==> config.mk <==
export PLATFORM = sky130hd
export DESIGN_NAME = axi_burst_interface
export DESIGN_NICKNAME = d
export VERILOG_FILES = /design/src/rtl/axi_pkg.sv /design/src/rtl/axi_wline_buf.sv /design/src/rtl/axi_burst_interface.sv
export SDC_FILE = /design/constraint.sdc
export NUM_CORES = 1
export LEC_CHECK = 0
export CAP_MARGIN = 20
export CORE_AREA = 2 2 214 216
export DETAILED_ROUTE_END_ITERATION = 10
export DIE_AREA = 0 0 216 218
export PLACE_DENSITY_LB_ADDON = 0.1
export SYNTH_ARGS = -nofsm -noshare
export SYNTH_HDL_FRONTEND = slang
export SYNTH_SLANG_ARGS = --single-unit
==> constraint.sdc <==
create_clock -name clk -period 3.7 [get_ports clk]
set_clock_uncertainty 0.05 [all_clocks]
set_input_delay 0.925 -clock clk [delete_from_list [all_inputs] [get_ports clk]]
set_output_delay 0.925 -clock clk [all_outputs]
set_load 0.1 [all_outputs]
==> src/rtl/axi_pkg.sv <==
// Shared AXI3 encodings, ID width and FSM state type for the data-side burst bridge.
package axi_pkg;

    localparam logic [1:0] AXI_BURST_INCR  = 2'b01;
    localparam logic [1:0] AXI_RESP_OKAY   = 2'b00;
    localparam logic [1:0] AXI_RESP_EXOKAY = 2'b01;
    localparam logic [1:0] AXI_RESP_SLVERR = 2'b10;
    localparam logic [1:0] AXI_RESP_DECERR = 2'b11;
    localparam int         AXI_ID_W        = 4;

    typedef enum logic [2:0] {
        ST_IDLE,
        ST_AR,
        ST_R,
        ST_DRAIN,
        ST_WR,
        ST_B
    } state_e;

    function automatic int clog2(input int value);
        int res;
        res = 0;
        while ((1 << res) < value) res++;
        return res;
    endfunction

endpackage

==> src/rtl/axi_wline_buf.sv <==
// Write-back line buffer: captures a whole cache line on accept, serves one beat per index.
module axi_wline_buf #(
    parameter int DATA_W     = 32,
    parameter int LINE_BEATS = 8,
    parameter int BEAT_W     = 3
) (
    input  logic                         clk,
    input  logic                         load_i,
    input  logic [DATA_W*LINE_BEATS-1:0] line_i,
    input  logic [BEAT_W-1:0]            beat_i,
    output logic [DATA_W-1:0]            data_o
);

    logic [LINE_BEATS-1:0][DATA_W-1:0] line_q;

    // NOTE: pure data storage is left unreset; it is always loaded before being read.
    always_ff @(posedge clk) begin
        if (load_i) line_q <= line_i;
    end

    assign data_o = line_q[beat_i];

endmodule

==> src/rtl/axi_burst_interface.sv <==
// Data-side AXI3 master: single-beat uncached access or full-line INCR refill / write-back.
module axi_burst_interface
    import axi_pkg::*;
#(
    parameter int DATA_W     = 32,
    parameter int LINE_BEATS = 8,
    parameter int AXI_ID     = 0
) (
    input  logic                         clk,
    input  logic                         reset,
    input  logic                         req_valid,
    output logic                         req_ready,
    input  logic                         req_write,
    input  logic                         req_burst,
    input  logic [2:0]                   req_size,
    input  logic [31:0]                  req_addr,
    input  logic [DATA_W/8-1:0]          req_strb,
    input  logic [DATA_W*LINE_BEATS-1:0] req_wline,
    output logic                         resp_valid,
    output logic [DATA_W-1:0]            resp_data,
    output logic [clog2(LINE_BEATS)-1:0] resp_beat,
    output logic                         resp_done,
    output logic                         resp_err,
    input  logic                         flush,
    output logic [AXI_ID_W-1:0]          axi_read_addr_id,
    output logic [31:0]                  axi_read_addr_addr,
    output logic [7:0]                   axi_read_addr_len,
    output logic [2:0]                   axi_read_addr_size,
    output logic [1:0]                   axi_read_addr_burst,
    output logic [1:0]                   axi_read_addr_lock,
    output logic [3:0]                   axi_read_addr_cache,
    output logic [2:0]                   axi_read_addr_prot,
    output logic                         axi_read_addr_valid,
    input  logic                         axi_read_addr_ready,
    input  logic [AXI_ID_W-1:0]          axi_read_data_id,
    input  logic [DATA_W-1:0]            axi_read_data_data,
    input  logic [1:0]                   axi_read_data_resp,
    input  logic                         axi_read_data_last,
    input  logic                         axi_read_data_valid,
    output logic                         axi_read_data_ready,
    output logic [AXI_ID_W-1:0]          axi_write_addr_id,
    output logic [31:0]                  axi_write_addr_addr,
    output logic [3:0]                   axi_write_addr_len,
    output logic [2:0]                   axi_write_addr_size,
    output logic [1:0]                   axi_write_addr_burst,
    output logic [1:0]                   axi_write_addr_lock,
    output logic [3:0]                   axi_write_addr_cache,
    output logic [2:0]                   axi_write_addr_prot,
    output logic                         axi_write_addr_valid,
    input  logic                         axi_write_addr_ready,
    output logic [AXI_ID_W-1:0]          axi_write_data_id,
    output logic [DATA_W-1:0]            axi_write_data_data,
    output logic [DATA_W/8-1:0]          axi_write_data_strb,
    output logic                         axi_write_data_last,
    output logic                         axi_write_data_valid,
    input  logic                         axi_write_data_ready,
    input  logic [AXI_ID_W-1:0]          bid,
    input  logic [1:0]                   bresp,
    input  logic                         bvalid,
    output logic                         bready
);

    localparam int STRB_W    = DATA_W / 8;
    localparam int BEAT_W    = clog2(LINE_BEATS);
    localparam int LINE_LOG  = clog2(STRB_W * LINE_BEATS);
    localparam int BEAT_SIZE = clog2(STRB_W);
    localparam logic [AXI_ID_W-1:0] ID = AXI_ID_W'(AXI_ID);

    state_e              state_q, state_d;
    logic [31:0]         addr_q, addr_d;
    logic [2:0]          size_q, size_d;
    logic [STRB_W-1:0]   strb_q, strb_d;
    logic [BEAT_W-1:0]   len_q, len_d;
    logic [BEAT_W-1:0]   cnt_q, cnt_d;
    logic                aw_done_q, aw_done_d;
    logic                w_done_q, w_done_d;
    logic                err_q, err_d;
    logic                done_q, done_d;
    logic                berr_q, berr_d;
    logic                load;
    logic                beat_err;
    logic                aw_hs, w_hs;
    logic                rdone, rerr;
    logic [DATA_W-1:0]   buf_data;

    axi_wline_buf #(
        .DATA_W     (DATA_W),
        .LINE_BEATS (LINE_BEATS),
        .BEAT_W     (BEAT_W)
    ) u_wline_buf (
        .clk    (clk),
        .load_i (load),
        .line_i (req_wline),
        .beat_i (cnt_q),
        .data_o (buf_data)
    );

    // NOTE: state registers use non-blocking assignments so every flop samples pre-edge values.
    always_ff @(posedge clk) begin
        if (reset) begin
            state_q   <= ST_IDLE;
            addr_q    <= '0;
            size_q    <= '0;
            strb_q    <= '0;
            len_q     <= '0;
            cnt_q     <= '0;
            aw_done_q <= 1'b0;
            w_done_q  <= 1'b0;
            err_q     <= 1'b0;
            done_q    <= 1'b0;
            berr_q    <= 1'b0;
        end else begin
            state_q   <= state_d;
            addr_q    <= addr_d;
            size_q    <= size_d;
            strb_q    <= strb_d;
            len_q     <= len_d;
            cnt_q     <= cnt_d;
            aw_done_q <= aw_done_d;
            w_done_q  <= w_done_d;
            err_q     <= err_d;
            done_q    <= done_d;
            berr_q    <= berr_d;
        end
    end

    assign aw_hs = axi_write_addr_valid && axi_write_addr_ready;
    assign w_hs  = axi_write_data_valid && axi_write_data_ready;
    // Responses carrying a foreign ID cannot belong to our single outstanding transaction.
    assign beat_err = (axi_read_data_resp != AXI_RESP_OKAY) || (axi_read_data_id != ID)
                   || (axi_read_data_last != (cnt_q == len_q));

    // NOTE: every combinational output gets a default first so no path can infer a latch.
    always_comb begin
        state_d   = state_q;
        addr_d    = addr_q;
        size_d    = size_q;
        strb_d    = strb_q;
        len_d     = len_q;
        cnt_d     = cnt_q;
        aw_done_d = aw_done_q;
        w_done_d  = w_done_q;
        err_d     = err_q;
        done_d    = 1'b0;
        berr_d    = 1'b0;
        load      = 1'b0;
        resp_valid = 1'b0;
        rdone     = 1'b0;
        rerr      = 1'b0;
        case (state_q)
            ST_IDLE: begin
                if (req_valid) begin
                    load      = 1'b1;
                    addr_d    = req_burst ? {req_addr[31:LINE_LOG], {LINE_LOG{1'b0}}} : req_addr;
                    len_d     = req_burst ? '1 : '0;
                    size_d    = req_burst ? 3'(BEAT_SIZE) : req_size;
                    strb_d    = req_burst ? '1 : req_strb;
                    cnt_d     = '0;
                    aw_done_d = 1'b0;
                    w_done_d  = 1'b0;
                    err_d     = 1'b0;
                    state_d   = req_write ? ST_WR : ST_AR;
                end
            end
            ST_AR: begin
                if (axi_read_addr_ready) state_d = flush ? ST_DRAIN : ST_R;
                else if (flush)          state_d = ST_IDLE;
            end
            ST_R: begin
                if (axi_read_data_valid) begin
                    cnt_d = cnt_q + 1'b1;
                    err_d = err_q | beat_err;
                    if (flush) begin
                        // A flush landing on the final beat has nothing left to drain.
                        state_d = axi_read_data_last ? ST_IDLE : ST_DRAIN;
                    end else begin
                        resp_valid = 1'b1;
                        if (axi_read_data_last) begin
                            rdone   = 1'b1;
                            rerr    = err_q | beat_err;
                            state_d = ST_IDLE;
                        end
                    end
                end else if (flush) begin
                    state_d = ST_DRAIN;
                end
            end
            ST_DRAIN: begin
                if (axi_read_data_valid && axi_read_data_last) state_d = ST_IDLE;
            end
            ST_WR: begin
                if (aw_hs) aw_done_d = 1'b1;
                if (w_hs) begin
                    cnt_d = cnt_q + 1'b1;
                    if (axi_write_data_last) w_done_d = 1'b1;
                end
                if ((aw_done_q || aw_hs) && (w_done_q || (w_hs && axi_write_data_last)))
                    state_d = ST_B;
            end
            ST_B: begin
                if (bvalid) begin
                    done_d  = 1'b1;
                    berr_d  = (bresp != AXI_RESP_OKAY) || (bid != ID);
                    state_d = ST_IDLE;
                end
            end
            default: state_d = ST_IDLE;
        endcase
    end

    assign req_ready = (state_q == ST_IDLE);
    assign resp_data = axi_read_data_data;
    assign resp_beat = cnt_q;
    assign resp_done = rdone | done_q;
    assign resp_err  = rerr | berr_q;

    assign axi_read_addr_id    = ID;
    assign axi_read_addr_addr  = addr_q;
    assign axi_read_addr_len   = 8'(len_q);
    assign axi_read_addr_size  = size_q;
    assign axi_read_addr_burst = AXI_BURST_INCR;
    assign axi_read_addr_lock  = '0;
    assign axi_read_addr_cache = '0;
    assign axi_read_addr_prot  = '0;
    assign axi_read_addr_valid = (state_q == ST_AR);
    assign axi_read_data_ready = (state_q == ST_R) || (state_q == ST_DRAIN);

    assign axi_write_addr_id    = ID;
    assign axi_write_addr_addr  = addr_q;
    assign axi_write_addr_len   = 4'(len_q);
    assign axi_write_addr_size  = size_q;
    assign axi_write_addr_burst = AXI_BURST_INCR;
    assign axi_write_addr_lock  = '0;
    assign axi_write_addr_cache = '0;
    assign axi_write_addr_prot  = '0;
    assign axi_write_addr_valid = (state_q == ST_WR) && !aw_done_q;
    assign axi_write_data_id    = ID;
    assign axi_write_data_data  = buf_data;
    assign axi_write_data_strb  = strb_q;
    assign axi_write_data_last  = (state_q == ST_WR) && (cnt_q == len_q);
    assign axi_write_data_valid = (state_q == ST_WR) && !w_done_q;
    assign bready               = (state_q == ST_B);

endmodule

==> flow_metrics.py <==
metrics = {
    "floorplan": {
        "die_x_um": 216,
        "rows": 78,
        "start_util_pct": 28.0,
        "die_area_um2": 47100,
        "die_h_um": 218,
        "fp.coreArea_um2": 44900,
        "pin_count": 548,
    },
    "grt": {
        "grt_max_degree": 63,
        "grt_usage_pct": 15.3,
        "grt_first_pass_wirelength_um": 52700,
        "antenna_found_initial": 6,
        "grt_pass1_vias": 8096,
        "grt_overflow": 0,
    },
    "synthesis": {
        "synthXorXnorAreaFrac_pct": 0.209,
        "synth_top_family_by_area": "multiplexers",
        "synth_edf_count": 256,
        "ys_warn_count": 0,
        "ys_types": 44,
        "synthArstFlopShare_pct": 0,
        "synthAdderAreaFrac_pct": 0.0995,
        "synth_compound_area_share_pct": 2.57,
        "netlist_instances": 750,
        "synth_seq_area_share_pct": 69.2,
        "synthFlopType": "edfxtp_1",
        "synthesis.area_um2": 12600,
        "yosys.area_share.simple_pct": 5.05,
        "syn_area_per_cell_um2": 16.8,
        "synthMuxAreaShare_pct": 14.5,
        "synth-seq-cells": 307,
    },
    "place": {
        "dp_cells": 1697,
        "place.gp.congestion": 0.754,
        "dp_hpwl_um": 26800,
        "dpl_cell_area_um2": 17100,
        "io_buffers": 443,
    },
    "sta": {
        "max_freq_ghz": 0.285,
        "final_hold_viol_count": 0,
        "maxSlewViolCount": 0,
        "worst_pin_slew_ns": 1.04,
        "fin_crit_sh_pct": 94.9,
        "setup_viol": 0,
        "finalCriticalPeriod_ns": 3.51,
        "fin_setup_tns_ns": 0,
        "relSlewSlack_pct": 30.6,
        "grt_setup_unrepaired": "false",
    },
    "worst_setup_path": {
        "crit_type": "flop to output port",
        "crit_required_ns": 2.72,
        "end_kind": "output port",
        "worst-r2r-setup-slack_ns": 1.65,
        "arrival_ns": 2.54,
        "crit_fanout": 17,
        "crit_path_start_kind": "flop",
    },
    "final_layout": {
        "num-nets-final": 1489,
        "final_cells": 1768,
        "syn_to_final_growth_pct": 45.4,
        "layout-drive-gt1-share_pct": 24.0,
        "finish.instance_area_um2": 18300,
    },
    "route": {
        "vias": 7584,
        "drt_iter0_drc": 400,
        "wl_met1_um": 13100,
        "drc": 0,
        "totalWireLength_um": 37000,
        "highest_layer": "met5",
        "detail_route.first_pass.iterations": 4,
        "vias_per_cell": 4.29,
        "wl_met3_um": 3570,
        "drtAntennaViolNets": 0,
        "wl_per_cell_um": 20.9,
        "wl_met2_um": 19500,
    },
    "clock_network": {
        "clkSinkCount": 307,
        "cts-root-buf": "clkbuf_16",
        "cts_tree": "done",
        "cts_resized": 0,
        "htreeDepth": 2,
        "clockBufferDepth": 3,
        "clock_latency_ns": 0.54,
        "cts_buffers": 37,
        "cts.clk_slew.worst_paths_ns": 0.05,
        "postCtsHoldBufs": 0,
        "postCtsSetupBuffers": 1,
    },
    "power": {
        "leakagePower_nw": 6.36,
        "powerDensity_nw_per_um2": 855,
        "vdd_drop_max_uv": 520,
    },
    "outcome": {
        "outcome": "finished clean",
    },
    "job": {
        "cap_violations": 0,
    },
    "min_path": {
        "hold_path_class": "flop to flop",
    },
}
worst max-delay path: stages (launching register included):
cell and delay (ns):
dfxtp_4 0.64, buf_4 0.31, mux4_2 0.52, mux2_2 0.28
buf_4 0.24
through the flow:
step / hold slack [ns] / utilization (%) / power (mW) / setup slack [ns]
after CTS: 0.418 / 40.7 / 15.9 / 0.0643
after floorplan: 0.436 / - / 10.5 / 0.137
final: 0.417 / 40.7 / 15.6 / 0.189
after global routing: 0.443 / 40.7 / 16.3 / 0.0289
after global placement: 0.406 / 38.1 / 12.3 / 0.459
after detailed placement: 0.411 / 38.1 / 12.3 / 0.425
registers in the layout (all words and copies together) (netlist names):
| name | cells |
|---|---|
| axi_write_data_strb | 4 |
| done_q | 1 |
| aw_done_q | 1 |
| axi_read_addr_addr | 32 |
| err_q | 1 |
| berr_q | 1 |
| axi_read_addr_size | 3 |
| resp_beat | 3 |
| len_q | 1 |
| state_q | 3 |
| u_wline_buf.line_q | 256 |
| w_done_q | 1 |
power by group:
| group | switching, mW | leakage (nW) | total [mW] | internal [mW] |
|---|---|---|---|---|
| combinational | 4.69 | 2.97 | 6.97 | 2.27 |
| clock | 1.41 | 0.556 | 3.45 | 2.04 |
| sequential | 0.391 | 2.84 | 5.22 | 4.83 |
| total | 6.50 | 6.36 | 15.6 | 9.14 |
area by class of cell:
cell class | count | area, um2
diodes | 3 | 7.51
clock buffers | 53 | 1050
clock inverters | 14 | 97.6
fillers | 4180 | 26600
inverters | 5 | 26.3
multi-input cells | 328 | 2980
flip-flops and latches | 307 | 8720
well taps | 600 | 751
repair buffers | 458 | 4660
routing by layer:
metal / GRT usage, % / up-vias
met5: 0 / -
met4: 5.16 / 6
met3: 6.12 / 55
met2: 27.4 / 370
met1: 16.4 / 3676
li1: - / 3477
synthesized netlist by cell type, types with 2 or more instances:
cell | count | area, um2
edfxtp_1 | 256 | 7690
buf_4 | 114 | 856
nand2_1 | 68 | 255
mux4_2 | 64 | 1440
dfxtp_1 | 51 | 1020
a21oi_1 | 42 | 210
mux2_2 | 32 | 360
clkbuf_1 | 19 | 71.3
nor3_1 | 19 | 95.1
nor2_1 | 11 | 41.3
buf_2 | 10 | 50.1
nand3b_1 | 8 | 60.1
nand2b_1 | 6 | 37.5
nor2b_1 | 5 | 31.3
buf_6 | 4 | 45.0
inv_1 | 4 | 15.0
nor3_2 | 3 | 30.0
xnor2_1 | 3 | 26.3
a41o_1 | 2 | 20.0
conb_1 | 2 | 7.51
mux2i_1 | 2 | 20.0
nand3_1 | 2 | 10.0
nor3b_1 | 2 | 15.0
logic make-up (layout without fill, tap and decap cells):
| logic type | Yosys count | count (layout) |
|---|---|---|
| compound gates | 54 | 54 |
| xor+xnor | 3 | 3 |
| fa+ha+maj | 1 | 1 |
| buf+inv | 153 | 530 |
| flops | 307 | 307 |
| mux | 98 | 98 |
| other cells | 2 | 43 |
| simple gates | 132 | 132 |
worst paths after layout:
| path | from | cells after the start | end |
|---|---|---|---|
| worst max-delay path | resp_beat[0] | 4 | axi_write_data_data[18] |
| worst max register to register | state_q[0] | 4 | u_wline_buf.line_q[98] |
| worst min register to register | axi_read_addr_addr[2] | 2 | axi_read_addr_addr[2] |
| worst min-delay path | axi_read_addr_addr[2] | 2 | axi_read_addr_addr[2] |
cells in the final DEF (no fill, tap or decap), types with 3 or more instances in the layout:
cell type,netlist,layout
nand3b_1,8,8
conb_1,2,40
nor2b_1,5,5
inv_1,4,4
dfxtp_1,51,48
nor2_1,11,11
buf_12,0,31
clkbuf_1,19,12
a21oi_1,42,41
diode_2,0,3
clkbuf_16,0,39
nand2b_1,6,6
clkinv_1,0,5
xnor2_1,3,3
nor3_1,19,19
buf_4,114,91
clkinv_2,0,5
nand2_1,68,68
edfxtp_1,256,256
mux2_2,32,32
mux4_2,64,64
clkdlybuf4s50_1,0,335
(Power assumes the default switching activity.)
